[config.mk]
export PLATFORM = sky130hd
export DESIGN_NAME = quadrature_debounce
export DESIGN_NICKNAME = d
export VERILOG_FILES = /design/src/rtl/quadrature_debounce.sv
export SDC_FILE = /design/constraint.sdc
export NUM_CORES = 1
export LEC_CHECK = 0
export ABC_AREA = 1
export BUFFER_PORTS_ARGS = -buffer_cell sky130_fd_sc_hd__buf_2
export CORE_ASPECT_RATIO = 0.7
export CORE_MARGIN = 3
export CORE_UTILIZATION = 40
export DETAILED_ROUTE_END_ITERATION = 8
export SLEW_MARGIN = 10
export SYNTH_ARGS = -nofsm -noshare
export SYNTH_HDL_FRONTEND = slang
export SYNTH_SLANG_ARGS = --single-unit
[constraint.sdc]
create_clock -name clk -period 4.3 [get_ports clk]
set_input_delay 0.43 -clock clk [delete_from_list [all_inputs] [get_ports clk]]
set_output_delay 0.43 -clock clk [all_outputs]
set_load 0.05 [all_outputs]
[src/rtl/quadrature_debounce.sv]
// Input conditioning for a rotary encoder: two-flop synchroniser on each
// contact, a power-up settle phase, then a per-channel stability counter.
// Flags the case where both debounced channels change on the same edge.
module quadrature_debounce #(
    parameter int DEBOUNCE_CYCLES = 50000,
    parameter int CNT_W           = 16
) (
    input  logic clk,
    input  logic reset,
    input  logic quadA_in,
    input  logic quadB_in,
    input  logic err_clr,
    output logic quadA,
    output logic quadB,
    output logic valid,
    output logic step,
    output logic err,
    output logic err_sticky
);

    localparam logic [CNT_W-1:0] LAST = CNT_W'(DEBOUNCE_CYCLES - 1);
    localparam logic [CNT_W-1:0] ONE  = CNT_W'(1);

    typedef enum logic {S_INIT, S_RUN} state_t;

    state_t                  state, state_n;
    logic [1:0]              sync1, sync2;   // bit 0 = A, bit 1 = B
    logic [1:0]              snap, snap_n;
    logic [1:0]              dout, dout_n;
    logic [CNT_W-1:0]        init_cnt, init_cnt_n;
    logic [1:0][CNT_W-1:0]   ch_cnt, ch_cnt_n;
    logic [1:0]              upd;
    logic                    valid_n, step_n, err_n, sticky_n;

    assign quadA = dout[0];
    assign quadB = dout[1];

    // Two-stage synchroniser for the asynchronous contacts.
    always_ff @(posedge clk or posedge reset) begin
        if (reset) begin
            sync1 <= 2'b00;
            sync2 <= 2'b00;
        end else begin
            sync1 <= {quadB_in, quadA_in};
            sync2 <= sync1;
        end
    end

    // Per-channel stability counters; held at zero until RUN so that
    // they start clean when the settle phase completes.
    always_comb begin
        upd      = 2'b00;
        ch_cnt_n = ch_cnt;
        for (int i = 0; i < 2; i++) begin
            if (state != S_RUN || sync2[i] == dout[i]) begin
                // Any return to the current output level restarts the count.
                ch_cnt_n[i] = '0;
            end else if (ch_cnt[i] == LAST) begin
                upd[i]      = 1'b1;
                ch_cnt_n[i] = '0;
            end else begin
                ch_cnt_n[i] = ch_cnt[i] + ONE;
            end
        end
    end

    // Next-state and output logic for the settle/run controller.
    always_comb begin
        state_n    = state;
        snap_n     = snap;
        init_cnt_n = init_cnt;
        dout_n     = dout;
        valid_n    = valid;
        step_n     = 1'b0;
        err_n      = 1'b0;
        case (state)
            S_INIT: begin
                if (sync2 != snap) begin
                    snap_n     = sync2;
                    init_cnt_n = '0;
                end else if (init_cnt == LAST) begin
                    dout_n  = snap;
                    valid_n = 1'b1;
                    state_n = S_RUN;
                end else begin
                    init_cnt_n = init_cnt + ONE;
                end
            end
            S_RUN: begin
                dout_n = dout ^ upd;
                step_n = upd[0] ^ upd[1];
                err_n  = upd[0] & upd[1];
            end
            default: state_n = S_INIT;
        endcase
        // A fresh error beats a coincident clear.
        sticky_n = err_n | (err_sticky & ~err_clr);
    end

    // Controller state register.
    always_ff @(posedge clk or posedge reset) begin
        if (reset) state <= S_INIT;
        else       state <= state_n;
    end

    // Datapath registers; step/err land with the new output values.
    always_ff @(posedge clk or posedge reset) begin
        if (reset) begin
            snap       <= 2'b00;
            init_cnt   <= '0;
            ch_cnt     <= '0;
            dout       <= 2'b00;
            valid      <= 1'b0;
            step       <= 1'b0;
            err        <= 1'b0;
            err_sticky <= 1'b0;
        end else begin
            snap       <= snap_n;
            init_cnt   <= init_cnt_n;
            ch_cnt     <= ch_cnt_n;
            dout       <= dout_n;
            valid      <= valid_n;
            step       <= step_n;
            err        <= err_n;
            err_sticky <= sticky_n;
        end
    end

endmodule

==> metrics.txt <==
CTS Buffer Depth=2; Starting Density=0.426; GRT Total Usage=0.165; worst skew pair latency=0.33 ns; setup violators final=0; fin cells=595; top_reg_cell synth=dfrtp_1; Power Density=345 nW/um^2; Top delay family on crit path=simple AND/OR/NAND/NOR gates; Inst Count DP=579; Post-DP HPWL=5180 um; Seq cells post-synth=61; CP Launch Type=flop; vias per std cell=4.90; outcome=finished, final reports clean; GR met2 Demand/Resource=0.211; WS Path Type=flop to flop; routed wire length=7260 um; CP cell instances=xor2_1 > nor2_2 > nand3_4 > nand2_8 > o21ai_0; share of cells above drive strength 1=0.113; VDD IR max=204 uV; IO Pins=11; Synth Instances=458; syn_area_per_cell=7.57 sq um; area of the die=9840 sq um; port bufs=10; per-cell routed wire length=12.2 um; CTS buffer count=9; fillers=819; die height=83.9 um; Slew Limit Fails=0; Post-Syn Area=3470 sq um; RSZ-0062 raised after global routing=false; CP peak stage delay=0.51 ns; via count of the routed design=2918; Die Wd=117 um; TNS Setup=0 ns; YS warnings=0; Rel. slew slack=0.494; cts hold-fix bufs=0; placed cell areas=3620 sq um; crit path capture type=flop; Critical path buffers and inverters=0; Design Area, Final=3930 sq um; Initial DRC Count=199; largest net degree at the start of global routing=62; area occupied by multi-input gates=1680 sq um; register area=1530 sq um; post-route minimum period=1.85 ns; Net Count, Synth=467; Post-CTS Setup Bufs=0; Final Hold Fails=0; post-synthesis sequential area ratio=0.440; Syn-to-layout area delta=13.3%; drt first pass iters=5; Antenna diodes=0; vias in the first global route=2746; fraction of registers with async set/reset=1.00; leakage power=0.00168 uW; WP data arrival=2.05 ns; clock skew=0.00868 ns; Max Cap Viol=0; clock slew at reported path FFs=0.05 ns; first-pass GRT wire length=12900 um; Slew @ Worst Pin=0.759 ns; Routed Antenna Nets=0; Final period util=0.430; global route hottest layer=met1; RePlAce Congestion=0.862; nets@finish=483; CTS tree=yes; # rows=27; H-tree Lvls=3; post-synthesis cell type count=30; detailed-route DRC error count=0; gr ovfl total=0; most common cell after layout, fill and taps aside=nand2_1; commonest non-fill, non-tap cells in the layout=nand2_1 (105), nor2_1 (80), dfrtp_1 (61); root buffer cell=clkbuf_16; Core ar.=8140 sq um; GRT met3 Usage=0.0551; CTS Sinks=61; number of flops mapped to enable cells by yosys=0; maximum fanout along the worst path=25; initial antenna violation count=0; Min-Delay Path Class=primary input to flop; Worst EP required=4.50 ns; post-CTS sizing=0; Max Clk Rate=0.540 GHz; slowest CP cell=nor2_2; grt met1 use=0.252
[layer usage]
metal / vias to the layer above / share of wire
li1: 1503 / -
met1: 1333 / 0.54
met2: 68 / 0.38
met3: 14 / 0.055
met4: 0 / 0.016
met5: - / 0
[synth_stat cells (2+ instances only)]
master    number  area share
clkbuf_1       2      0.0022
nor2_1        80       0.087
nand2_1      105        0.11
inv_2          3      0.0032
o21ai_2        8       0.020
nor3_1        17       0.025
nand2_2        6       0.011
xor2_1        13       0.033
o21bai_1       3      0.0065
buf_2          2      0.0029
nor3b_1        3      0.0065
nor2_2         3      0.0054
dfrtp_1       61        0.44
ha_1           4       0.014
nand4_1       19       0.034
a21oi_1        6      0.0087
inv_1         51       0.055
o21ai_0       16       0.023
nand3_1       39       0.056
xnor2_1        7       0.018
[stage by stage]
step	utilization	power (uW)	setup WS, ns	hold WS, ns
after floorplan	-	617	2.36	0.331
after global placement	0.444	626	2.51	0.345
after detailed placement	0.444	628	2.44	0.346
after CTS	0.483	1380	2.42	0.190
after global routing	0.483	1410	2.28	0.195
final	0.483	1360	2.45	0.205
[final cells by class]
cell class / instances / area share
sequential: 61 / 0.389
timing repair buffer: 11 / 0.0146
tap: 116 / 0.0369
clock buffer: 11 / 0.0643
inverter: 55 / 0.0529
multi-input combinational: 336 / 0.428
clock inverter: 5 / 0.0150
[flip-flops by register name, summed over array words and instances, names as in the netlist]
register	count
init_cnt	16
state	1
err_sticky	1
err	1
sync2	2
ch_cnt	32
valid	1
dout	2
snap	2
step	1
sync1	2
[cell families (layout without fill, tap and decap cells)]
family / count (synthesis) / count (layout) / synth area share
adders and majority gates: 4 / 4 / 0.0144
AOI/OAI and AO/OA: 35 / 35 / 0.0632
buffers and inverters: 61 / 82 / 0.0751
and+or+nand+nor: 277 / 277 / 0.357
DFF: 61 / 61 / 0.440
xor gates and xnor gates: 20 / 20 / 0.0505
[worst paths after layout]
kind | to | start | cells past startpoint | slack [ns]
max in group asynchronous | init_cnt[13] | reset | 3 | 3.49
min reg2reg | sync2[0] | sync1[0] | 0 | 0.35
max reg2reg | init_cnt[13] | sync2[0] | 5 | 2.45
max | init_cnt[13] | sync2[0] | 5 | 2.45
min | sync1[0] | quadA_in | 1 | 0.20
min in group asynchronous | ch_cnt[21] | reset | 3 | 0.31
[report_power, final]
group	internal [uW]	switching, uW
Clock	479	261
Combinational	8.03	23.1
Sequential	579	5.89
Power figures use the tool's default switching activity.
